**config.mk**
```make
export PLATFORM = sky130hd
export DESIGN_NAME = pulse_train_gen_flat
export DESIGN_NICKNAME = d
export VERILOG_FILES = /design/src/rtl/pulse_train_gen_if.sv /design/src/rtl/pulse_train_gen.sv /design/src/flat_wrapper.sv
export SDC_FILE = /design/constraint.sdc
export NUM_CORES = 1
export LEC_CHECK = 0
export CORE_UTILIZATION = 45
export DETAILED_ROUTE_END_ITERATION = 8
export MAX_ROUTING_LAYER = met4
export PLACE_DENSITY_LB_ADDON = 0.2
export SYNTH_ARGS = -nofsm -noshare
export SYNTH_HDL_FRONTEND = slang
export SYNTH_SLANG_ARGS = --single-unit
```
**constraint.sdc**
```tcl
create_clock -name clk -period 3.9 [get_ports clk]
set_clock_uncertainty 0.15 [all_clocks]
set_input_delay 0.78 -clock clk [delete_from_list [all_inputs] [get_ports clk]]
set_output_delay 0.78 -clock clk [all_outputs]
set_load 0.02 [all_outputs]
```
**src/rtl/pulse_train_gen_if.sv**
```systemverilog
// ---------------------------------------------------------------------------
// pulse_train_gen_if
// Purpose : bundles the control handshake, run-time configuration and
//           observation outputs of pulse_train_gen.
// Signals : start, stop        - run request / abort request
//           mode               - 0 continuous, 1 burst
//           period, width      - cycles per period / high cycles per period
//           burst_len          - pulses per burst
//           pulse, busy, done  - waveform, running flag, burst-complete strobe
//           clk_count          - position within the current period
//           pulse_count        - pulses emitted in the current or last run
// Modports: master (controller side), slave (generator side)
// ---------------------------------------------------------------------------
interface pulse_train_gen_if #(
    parameter int CNT_W = 8
);
    logic             start;
    logic             stop;
    logic             mode;
    logic [CNT_W-1:0] period;
    logic [CNT_W-1:0] width;
    logic [CNT_W-1:0] burst_len;
    logic             pulse;
    logic             busy;
    logic             done;
    logic [CNT_W-1:0] clk_count;
    logic [CNT_W-1:0] pulse_count;

    modport master (
        output start, stop, mode, period, width, burst_len,
        input  pulse, busy, done, clk_count, pulse_count
    );

    modport slave (
        input  start, stop, mode, period, width, burst_len,
        output pulse, busy, done, clk_count, pulse_count
    );
endinterface

```
**src/rtl/pulse_train_gen.sv**
```systemverilog
// ---------------------------------------------------------------------------
// pulse_train_gen
// Purpose : programmable pulse-train generator with run-time period and high
//           width, continuous or fixed-length burst mode, and a
//           start/stop/busy/done handshake.
// Ports   : clk  - system clock, rising edge
//           rst  - synchronous active-high reset
//           bus  - pulse_train_gen_if.slave (handshake, config, outputs)
// Params  : CNT_W - width of period/width/burst/count datapath
// Macro   : PULSE_GEN_SAT_EN - when defined, pulse_count saturates at its
//           maximum instead of wrapping. Burst termination never depends on
//           pulse_count, so pulse/busy/done are identical in both builds.
// ---------------------------------------------------------------------------
module pulse_train_gen #(
    parameter int CNT_W = 8
) (
    input  logic              clk,
    input  logic              rst,
    pulse_train_gen_if.slave  bus
);

    typedef enum logic {
        ST_IDLE = 1'b0,
        ST_RUN  = 1'b1
    } state_t;

    state_t           r_state,      w_stateNext;
    logic             r_mode,       w_modeNext;
    logic [CNT_W-1:0] r_period,     w_periodNext;
    logic [CNT_W-1:0] r_width,      w_widthNext;
    logic [CNT_W-1:0] r_burstLen,   w_burstLenNext;
    logic [CNT_W-1:0] r_clkCount,   w_clkCountNext;
    logic [CNT_W-1:0] r_pulseCount, w_pulseCountNext;
    logic [CNT_W-1:0] r_burstCount, w_burstCountNext;
    logic             r_pulse,      w_pulseNext;
    logic             r_busy,       w_busyNext;
    logic             r_done,       w_doneNext;

    logic [CNT_W-1:0] w_cfgPeriod;
    logic [CNT_W-1:0] w_cfgPeriodM1;
    logic [CNT_W-1:0] w_cfgWidth;
    logic [CNT_W-1:0] w_cfgBurst;
    logic [CNT_W-1:0] w_clkCountInc;
    logic [CNT_W-1:0] w_pulseCountInc;
    logic             w_lastPhase;
    logic             w_burstEnd;

    // Clamped configuration: period of at least 2 and width in 1..P-1
    // guarantee one high and one low cycle per period; a zero burst length
    // is treated as a single pulse.
    assign w_cfgPeriod   = (bus.period < CNT_W'(2)) ? CNT_W'(2) : bus.period;
    assign w_cfgPeriodM1 = w_cfgPeriod - CNT_W'(1);
    assign w_cfgWidth    = (bus.width == '0)           ? CNT_W'(1)     :
                           (bus.width > w_cfgPeriodM1) ? w_cfgPeriodM1 :
                                                         bus.width;
    assign w_cfgBurst    = (bus.burst_len == '0) ? CNT_W'(1) : bus.burst_len;

    assign w_clkCountInc = r_clkCount + CNT_W'(1);
    assign w_lastPhase   = (r_clkCount == (r_period - CNT_W'(1)));
    assign w_burstEnd    = r_mode && w_lastPhase && (r_burstCount == r_burstLen);

`ifdef PULSE_GEN_SAT_EN
    assign w_pulseCountInc = (&r_pulseCount) ? r_pulseCount : (r_pulseCount + CNT_W'(1));
`else
    assign w_pulseCountInc = r_pulseCount + CNT_W'(1);
`endif

    // State and datapath registers; reset overrides every other input.
    always_ff @(posedge clk) begin
        if (rst) begin
            r_state      <= ST_IDLE;
            r_mode       <= 1'b0;
            r_period     <= CNT_W'(2);
            r_width      <= CNT_W'(1);
            r_burstLen   <= CNT_W'(1);
            r_clkCount   <= '0;
            r_pulseCount <= '0;
            r_burstCount <= '0;
            r_pulse      <= 1'b0;
            r_busy       <= 1'b0;
            r_done       <= 1'b0;
        end else begin
            r_state      <= w_stateNext;
            r_mode       <= w_modeNext;
            r_period     <= w_periodNext;
            r_width      <= w_widthNext;
            r_burstLen   <= w_burstLenNext;
            r_clkCount   <= w_clkCountNext;
            r_pulseCount <= w_pulseCountNext;
            r_burstCount <= w_burstCountNext;
            r_pulse      <= w_pulseNext;
            r_busy       <= w_busyNext;
            r_done       <= w_doneNext;
        end
    end

    // Next-state and registered-output logic. The outputs are computed one
    // cycle ahead so that pulse/busy/done come straight from flops.
    always_comb begin
        w_stateNext      = r_state;
        w_modeNext       = r_mode;
        w_periodNext     = r_period;
        w_widthNext      = r_width;
        w_burstLenNext   = r_burstLen;
        w_clkCountNext   = '0;
        w_pulseCountNext = r_pulseCount;
        w_burstCountNext = r_burstCount;
        w_pulseNext      = 1'b0;
        w_busyNext       = 1'b0;
        w_doneNext       = 1'b0;

        unique case (r_state)
            ST_IDLE: begin
                // stop beats start; the first period begins on the start edge
                // and already counts as a pulse.
                if (bus.start && !bus.stop) begin
                    w_stateNext      = ST_RUN;
                    w_modeNext       = bus.mode;
                    w_periodNext     = w_cfgPeriod;
                    w_widthNext      = w_cfgWidth;
                    w_burstLenNext   = w_cfgBurst;
                    w_pulseCountNext = CNT_W'(1);
                    w_burstCountNext = CNT_W'(1);
                    w_pulseNext      = 1'b1;
                    w_busyNext       = 1'b1;
                end
            end

            ST_RUN: begin
                if (bus.stop) begin
                    w_stateNext = ST_IDLE;
                end else if (w_burstEnd) begin
                    w_stateNext = ST_IDLE;
                    w_doneNext  = 1'b1;
                end else if (w_lastPhase) begin
                    // Wrap into a new period; width is at least 1 so the
                    // first cycle of every period is high.
                    w_busyNext       = 1'b1;
                    w_pulseNext      = 1'b1;
                    w_pulseCountNext = w_pulseCountInc;
                    w_burstCountNext = r_burstCount + CNT_W'(1);
                end else begin
                    w_busyNext     = 1'b1;
                    w_clkCountNext = w_clkCountInc;
                    w_pulseNext    = (w_clkCountInc < r_width);
                end
            end

            default: begin
                w_stateNext = ST_IDLE;
            end
        endcase
    end

    assign bus.pulse       = r_pulse;
    assign bus.busy        = r_busy;
    assign bus.done        = r_done;
    assign bus.clk_count   = r_clkCount;
    assign bus.pulse_count = r_pulseCount;

endmodule

```
**src/flat_wrapper.sv**
```systemverilog
// flat-port wrapper written by rule: the top's interface ports become plain ports
module pulse_train_gen_flat 
#(
    parameter int CNT_W = 8
)
  (clk, rst, bus_start, bus_stop, bus_mode, bus_period, bus_width, bus_burst_len, bus_pulse, bus_busy, bus_done, bus_clk_count, bus_pulse_count);
  pulse_train_gen_if #(.CNT_W(CNT_W)) bus_i ();
  input  logic clk;
  input  logic rst;
  input wire logic [$bits(bus_i.start)-1:0] bus_start;
  input wire logic [$bits(bus_i.stop)-1:0] bus_stop;
  input wire logic [$bits(bus_i.mode)-1:0] bus_mode;
  input wire logic [$bits(bus_i.period)-1:0] bus_period;
  input wire logic [$bits(bus_i.width)-1:0] bus_width;
  input wire logic [$bits(bus_i.burst_len)-1:0] bus_burst_len;
  output wire logic [$bits(bus_i.pulse)-1:0] bus_pulse;
  output wire logic [$bits(bus_i.busy)-1:0] bus_busy;
  output wire logic [$bits(bus_i.done)-1:0] bus_done;
  output wire logic [$bits(bus_i.clk_count)-1:0] bus_clk_count;
  output wire logic [$bits(bus_i.pulse_count)-1:0] bus_pulse_count;
  assign bus_i.start = bus_start;
  assign bus_i.stop = bus_stop;
  assign bus_i.mode = bus_mode;
  assign bus_i.period = bus_period;
  assign bus_i.width = bus_width;
  assign bus_i.burst_len = bus_burst_len;
  assign bus_pulse = bus_i.pulse;
  assign bus_busy = bus_i.busy;
  assign bus_done = bus_i.done;
  assign bus_clk_count = bus_i.clk_count;
  assign bus_pulse_count = bus_i.pulse_count;
  pulse_train_gen #(.CNT_W(CNT_W)) u_core (.clk(clk), .rst(rst), .bus(bus_i));
endmodule
```
==> flow_results.xml <==
<?xml version="1.0" encoding="UTF-8"?>
<metrics>
  <group name="power">
    <metric name="net-switching-power" unit="mW">0.298</metric>
    <metric name="design_power_total" unit="mW">1.08</metric>
    <metric name="clkPwrFrac" unit="%">28.7</metric>
    <metric name="intPower" unit="mW">0.784</metric>
    <metric name="power.density" unit="mW/mm^2">287</metric>
    <metric name="share_comb_of_total_power" unit="%">19.2</metric>
    <metric name="switching_share" unit="%">27.5</metric>
    <metric name="leakage" unit="nW">1.52</metric>
    <metric name="power.sequential.fraction" unit="%">52.0</metric>
    <metric name="vdd_ir_drop_max" unit="uV">178</metric>
  </group>
  <group name="worst_hold_path">
    <metric name="worst_hold_path_type" unit="">flop to flop</metric>
    <metric name="holdCritStartpoint" unit="">u_core.r_burstLen[4]</metric>
  </group>
  <group name="routing">
    <metric name="avgViaCountPerCell" unit="">5.37</metric>
    <metric name="wire_per_inst" unit="um">13.2</metric>
    <metric name="remaining_drc_errors" unit="">0</metric>
    <metric name="detailroute.via_count" unit="">2717</metric>
    <metric name="route.antenna.remaining_nets" unit="">0</metric>
    <metric name="first_pass_iters" unit="">4</metric>
    <metric name="detail_route.wirelength" unit="mm">6.69</metric>
    <metric name="drt_iter0_markers" unit="">106</metric>
  </group>
  <group name="cells_and_area">
    <metric name="design.final.nets" unit="">476</metric>
    <metric name="post_layout_nonfiller_instances" unit="">506</metric>
    <metric name="layout-drive-gt1-share" unit="%">12.4</metric>
    <metric name="final_util" unit="%">58.9</metric>
    <metric name="syn_to_final_growth" unit="%">26.1</metric>
    <metric name="num_antenna_cells" unit="">0</metric>
    <metric name="final_common_cell" unit="">dfxtp_1</metric>
    <metric name="layout_common_cells" unit="">dfxtp_1 (52), clkdlybuf4s50_1 (47), nand2_1 (46), a21oi_1 (34), buf_4 (23)</metric>
  </group>
  <group name="sta">
    <metric name="max_slew.worst_pin.slew" unit="ns">0.638</metric>
    <metric name="min_period_over_period" unit="%">96.3</metric>
    <metric name="finalHoldWorstSlack" unit="ns">0.321</metric>
    <metric name="setup_viol" unit="">0</metric>
    <metric name="timing.setup.tns" unit="ns">0</metric>
    <metric name="min_period" unit="ns">3.76</metric>
    <metric name="rsz0062_at_grt" unit="">no</metric>
    <metric name="finalHoldViolations" unit="">0</metric>
    <metric name="maxSlewViolCount" unit="">0</metric>
    <metric name="slew_headroom" unit="%">57.4</metric>
    <metric name="max_clock_freq" unit="MHz">266</metric>
  </group>
  <group name="clock_tree">
    <metric name="cts_made_buffers" unit="">5</metric>
    <metric name="max_clock_buf_depth" unit="">2</metric>
    <metric name="holdBufCountCts" unit="">0</metric>
    <metric name="clk_pin_slew" unit="ns">0.10</metric>
    <metric name="cts_tree" unit="">yes</metric>
    <metric name="clock_sinks" unit="">52</metric>
    <metric name="clockRootBuffer" unit="">clkbuf_8</metric>
    <metric name="h_tree_depth" unit="">2</metric>
    <metric name="clock_latency" unit="ns">0.31</metric>
  </group>
  <group name="synth">
    <metric name="synth.yosys.seq_area_share" unit="%">34.9</metric>
    <metric name="syn-mean-instance-area" unit="um^2">8.15</metric>
    <metric name="post_synth_xor_area_fraction" unit="%">7.63</metric>
    <metric name="yosys.area_share.adder" unit="%">7.97</metric>
    <metric name="synthCells" unit="">366</metric>
    <metric name="netlist_top_cells_area" unit="">dfxtp_1 (35%), ha_1 (8.0%), nand2_1 (5.8%)</metric>
    <metric name="netlist_area_before_placement" unit="mm^2">0.00298</metric>
    <metric name="synth_top_area_cell" unit="">dfxtp_1</metric>
    <metric name="synth-simple-area-share" unit="%">24.1</metric>
    <metric name="syn_nets" unit="">414</metric>
    <metric name="synth.ff_latch_count" unit="">52</metric>
    <metric name="synth_cell_types" unit="">46</metric>
    <metric name="post-synth-top-area-fraction" unit="%">34.9</metric>
    <metric name="async_reset_ff_share" unit="%">0</metric>
    <metric name="muxShareOfSynthArea" unit="%">4.36</metric>
    <metric name="largest_family_of_logic_cells_by_synthesized_area" unit="">simple AND/OR/NAND/NOR gates</metric>
    <metric name="synth_compound_area_share" unit="%">15.9</metric>
    <metric name="yosysWarnings" unit="">0</metric>
    <metric name="postSynth.topFlopCell" unit="">dfxtp_1</metric>
    <metric name="synth_edf_count" unit="">0</metric>
  </group>
  <group name="global_route">
    <metric name="antenna_found_initial" unit="">0</metric>
    <metric name="grt_start_max_net_pins" unit="">31</metric>
    <metric name="grt_first_pass_wirelength" unit="mm">11.7</metric>
    <metric name="via_count_of_the_first_global_routing_pass" unit="">2503</metric>
    <metric name="grt.total_usage" unit="%">20.8</metric>
    <metric name="grt.overflow.total" unit="">0</metric>
  </group>
  <group name="critical_path">
    <metric name="critical_path_peak_fanout" unit="">4</metric>
    <metric name="crit_path_max_incr_delay" unit="ns">0.42</metric>
    <metric name="path_class" unit="">input pin to flop</metric>
    <metric name="startpoint" unit="">bus_period[5]</metric>
    <metric name="cp_data_required_time" unit="ns">3.97</metric>
    <metric name="critical-path-slowest-cell" unit="">clkdlybuf4s50_1</metric>
    <metric name="worst_ep_arrival_time" unit="ns">3.83</metric>
    <metric name="worstSetupStartpointType" unit="">input pin</metric>
    <metric name="worstPathCellList" unit="">clkdlybuf4s50_1, or3_4, o311ai_2, or2_4, o21ai_0, and2_1, ha_1, a21o_1, a21o_1, a21oi_1, o21ai_0, nand2_1, buf_4, mux2_2, o22ai_1</metric>
    <metric name="crit-reg2reg-launch" unit="">u_core.r_period[0]</metric>
    <metric name="critical_path_capture_point_type" unit="">flop</metric>
  </group>
  <group name="flow_run">
    <metric name="maxCapViolCount" unit="">0</metric>
  </group>
  <group name="die">
    <metric name="core_region_area" unit="mm^2">0.00639</metric>
    <metric name="die_height" unit="um">83.4</metric>
    <metric name="io-pin-count" unit="">48</metric>
    <metric name="die_w" unit="um">83.4</metric>
    <metric name="floorplan.die_area" unit="mm^2">0.00696</metric>
    <metric name="floorplan.rows" unit="">29</metric>
    <metric name="start_util" unit="%">46.7</metric>
  </group>
  <group name="placement">
    <metric name="placedCellCount" unit="">498</metric>
    <metric name="gp_congestion" unit="">0.912</metric>
    <metric name="place.detailed.hpwl" unit="mm">5.23</metric>
    <metric name="port_buffers" unit="">47</metric>
  </group>
  <group name="outcome">
    <metric name="outcome" unit="">completed</metric>
  </group>
</metrics>
==> cell type report <==
type | instances | area, um^2
fillers | 605 | 2620
repair buffers | 70 | 643
flip-flops and latches | 52 | 1040
clock inverters | 3 | 21.3
clock buffers | 5 | 68.8
well taps | 77 | 96.3
inverters | 22 | 82.6
multi-input cells | 277 | 1810
==> synth_stat cells, types with 2 or more instances <==
cell type / n
dfxtp_1: 52
nand2_1: 46
a21oi_1: 34
inv_1: 22
o21ai_0: 22
ha_1: 19
nor2_1: 19
xor2_1: 17
or3_1: 13
clkbuf_1: 12
and3_1: 10
nand4_1: 9
nor3_1: 9
xnor2_1: 9
mux2_2: 8
o22ai_1: 8
nand3_1: 6
and2_1: 5
nor4_1: 5
mux2i_1: 4
a21o_1: 3
nor2b_1: 3
or2_2: 3
buf_6: 2
nand2b_1: 2
nand3b_1: 2
o21bai_1: 2
or4_1: 2
==> registers in the layout, indices dropped and copies added (netlist names) <==
name	flops
u_core.bus.busy	1
u_core.bus.clk_count	8
u_core.bus.done	1
u_core.bus.pulse	1
u_core.bus.pulse_count	8
u_core.r_burstCount	8
u_core.r_burstLen	8
u_core.r_mode	1
u_core.r_period	8
u_core.r_width	8
==> path summary, 6_finish.rpt <==
kind	end	slack, ns	cells past startpoint
hold / removal	u_core.r_burstLen[4]	0.32	2
hold reg to reg	u_core.r_burstLen[4]	0.32	2
setup / recovery	u_core.r_width[5]	0.14	15
setup reg to reg	u_core.r_burstCount[7]	1.14	10
==> per-stage QoR <==
step | setup slack, ns | area [um^2]
floorplan | 0.0481 | 2980
global placement | -0.177 | 3650
detailed placement | -0.303 | 3650
CTS | 0.0144 | 3740
global route | 0.00146 | 3760
finish | 0.145 | 3760
==> power by group through the flow <==
stage | combinational, mW | clock, mW | sequential (mW)
5_1_grt | 0.233 | 0.341 | 0.565
2_1_floorplan | 0.120 | 0 | 0.573
3_5_place_dp | 0.206 | 0 | 0.575
4_1_cts | 0.207 | 0.319 | 0.563
6_report | 0.208 | 0.311 | 0.563
3_3_place_gp | 0.200 | 0 | 0.575
==> cell families after synthesis <==
logic type      Yosys count
compound gates           81
flops                    52
mux                      12
simple gates            139
buf+inv                  37
fa+ha+maj                19
xor+xnor                 26
==> routing by layer <==
layer,vias to the layer above,track usage (%),share of wire (%)
met5,-,-,0
met4,0,4.16,0.57
met3,2,3.08,3.2
met2,53,32.8,46
met1,1251,28.5,50
li1,1411,-,-
==> what timing repair did <==
item,4_1_cts,5_1_grt
gates resized for setup,0,6
setup buffers,0,0
setup endpoints to repair,0,8
==> worst max-delay path: cells and delay by family <==
kind | cells | cell delay, ns
and+or+nand+nor | 4 | 0.86
muxes | 1 | 0.33
adders and majority gates | 1 | 0.29
buffers and inverters | 2 | 0.57
AOI/OAI and AO/OA | 7 | 0.99
Note: power is estimated with default switching activity, not from simulation.
==> RTL edit (same settings) <==
`CNT_W` is set to 8 in 3 places; all go to 7.
--- a/src/rtl/pulse_train_gen_if.sv
+++ b/src/rtl/pulse_train_gen_if.sv
@@ -12,7 +12,7 @@
 // Modports: master (controller side), slave (generator side)
 // ---------------------------------------------------------------------------
 interface pulse_train_gen_if #(
-    parameter int CNT_W = 8
+    parameter int CNT_W = 7
 );
     logic             start;
     logic             stop;
--- a/src/rtl/pulse_train_gen.sv
+++ b/src/rtl/pulse_train_gen.sv
@@ -12,7 +12,7 @@
 //           pulse_count, so pulse/busy/done are identical in both builds.
 // ---------------------------------------------------------------------------
 module pulse_train_gen #(
-    parameter int CNT_W = 8
+    parameter int CNT_W = 7
 ) (
     input  logic              clk,
     input  logic              rst,
--- a/src/flat_wrapper.sv
+++ b/src/flat_wrapper.sv
@@ -1,7 +1,7 @@
 // flat-port wrapper written by rule: the top's interface ports become plain ports
 module pulse_train_gen_flat 
 #(
-    parameter int CNT_W = 8
+    parameter int CNT_W = 7
 )
   (clk, rst, bus_start, bus_stop, bus_mode, bus_period, bus_width, bus_burst_len, bus_pulse, bus_busy, bus_done, bus_clk_count, bus_pulse_count);
   pulse_train_gen_if #(.CNT_W(CNT_W)) bus_i ();
Ports: changed (5 resized); port bits go from 48 to 43. No check against the original RTL was run, so the function may have changed too.
==> RTL edit against the unedited design <==
- first-iteration DRC count grew 59%
- sequential power shrank 11%
- global-route usage grew 0.85 points
- sequential cell count shrank 6
- routed wire length shrank 5.1%
- final area shrank 7.7%
- area after synthesis shrank 9.3%
- cell count shrank 7.9%
- register-to-register slack lost 0.12 ns
- total power shrank 4.1%
- die area shrank 9.1%
- worst setup slack lost 0.028 ns
- critical endpoint is now u_core.r_width[4]
- largest cell class unchanged
- largest power group unchanged
==> RTL edit: results (changes against the unedited design) <==
Final net count = 437 (-8.2%)
Setup crit start = bus_period[3]
Met3 global-route usage = 3.54% (+0.46 points)
Post-Place Cells = 456 (-8.4%)
GR Util met1 = 27.3% (-1.2 points)
Final wirelength = 6360 µm (-5.1%)
Met2 WL = 3000 µm (-2.4%)
R2r endpoint = u_core.r_burstCount[0]
H-tree depth reported by CTS = 2 (unchanged)
Crit path DAT = 3.81 ns (-0.02 ns)
Sequential share of the synthesized area = 34.0% (-0.87 points)
Worst Reg-to-Reg Cells = 6 (-4)
Maximum vdd drop = 0.000195 V (+9.6%)
Final Util = 61.6% (+2.7 points)
First-pass GRT wire length = 10500 µm (-9.8%)
Vias in the first global route = 2304 (-8.0%)
Hold_sp = u_core.r_width[1]
Reg-to-reg critical path startpoint = u_core.r_period[2]
Placed inst area = 3310 µm² (-9.3%)
Placer Congestion = 0.864 (-5.3%)
Clk Latency, worst-skew pair = 0.29 ns (-0.02 ns)
Critical path fanouts, max = 5 (+1)
Via count = 2537 (-6.6%)
Async SR Flop Fraction = 0% (unchanged)
Status = finished, final reports clean
Post-Layout Cell Count = 466 (-7.9%)
Synth area leaders = dfxtp_1 (34%), ha_1 (8.3%), nand3_1 (6.7%), xnor2_1 (5.5%), nand2_1 (5.3%)
Final hold slack = 0.310 ns (-0.0111 ns)
Sw power = 0.000263 W (-12%)
Crit path capture = u_core.r_width[4]
GRT Overall Usage = 21.6% (+0.85 points)
Worst-margin pin slew = 1.24 ns (+0.600 ns)
Post-synth top cells = dfxtp_1 (46), nand2_1 (38), nand3_1 (36)
Syn Area/Cell = 8.03 µm² (-1.5%)
Share of cells above drive strength 1 = 11.4% (-0.93 points)
Fillers = 518 (-14%)
Leak = 1.32 nW (-13%)
Largest net degree at the start of global routing = 23 (-26%)
Worst-path clk slew = 0.07 ns (-0.03 ns)
Pre-CTS WS = -0.310 ns (-0.00723 ns)
Syn nets = 381 (-8.0%)
Iter 0 DRT Violations = 169 (+59%)
PortBufs = 42 (-11%)
Post-DP HPWL = 4700 µm (-10%)
Worst reg2reg setup slack = 1.02 ns (-0.12 ns)
Post-CTS sizing = 1 (+1)
Met3 routed WL = 266 µm (+24%)
Wl on met1 = 3030 µm (-9.8%)
Min-Delay Endpoint = u_core.r_width[1]
Post-route setup slack = 0.116 ns (-0.0284 ns)
Met2 usage = 35.6% (+2.9 points)
-- RTL edit: cell types whose count changed in the layout (fill, tap and decap cells not counted), sizes merged, moves of 8 or more --
cell,before,now
nand3,6,36
a21oi,35,20
o21ai,22,7
or3,13,2
xor2,17,6
and3,10,2
nand2,46,38
o22ai,8,0
or4,3,11
xnor2,9,17
-- RTL edit: kinds of logic (layout without fill, tap and decap cells) --
group                    count (synthesis)  count (layout)  synth area share, %
AO/OA/AOI/OAI                           56              56                 14.2
XOR/XNOR                                24              24                 8.27
adder cells (fa/ha/maj)                 18              18                 8.32
buffers and inverters                   31              88                 4.34
flip-flops                              46              46                 34.0
multiplexers                             3               3                 1.20
AND/OR/NAND/NOR                        159             159                 29.7
-- RTL edit: layout make-up --
class,count,share of cell area (%)
Multi-Input combinational cell,260,49.3
Sequential cell,46,26.5
Inverter,17,1.84
Tap cell,72,2.59
Clock inverter,2,1.08
Clock buffer,6,2.09
Timing Repair Buffer,63,16.6
-- RTL edit: power groups by stage --
stage | clock network [W] | registers (W) | logic [W]
finish | 0.000345 | 0.000500 | 0.000192
global route | 0.000370 | 0.000503 | 0.000213
CTS | 0.000355 | 0.000500 | 0.000185
detailed placement | 0 | 0.000511 | 0.000183
global placement | 0 | 0.000511 | 0.000178
floorplan | 0 | 0.000509 | 0.000105
-- RTL edit: worst max-delay path, stage by stage --
cell and delay (ns):
clkdlybuf4s50_1 0.43, nor4_2 0.28, nor3b_2 0.28, nand2b_4 0.18, ha_2 0.19, nand2_1 0.09
xor2_2 0.16, ha_1 0.30, a21o_1 0.17, a21oi_2 0.13, nor2b_1 0.08, o31ai_2 0.23
buf_4 0.19, nor3_1 0.05, a221o_1 0.26
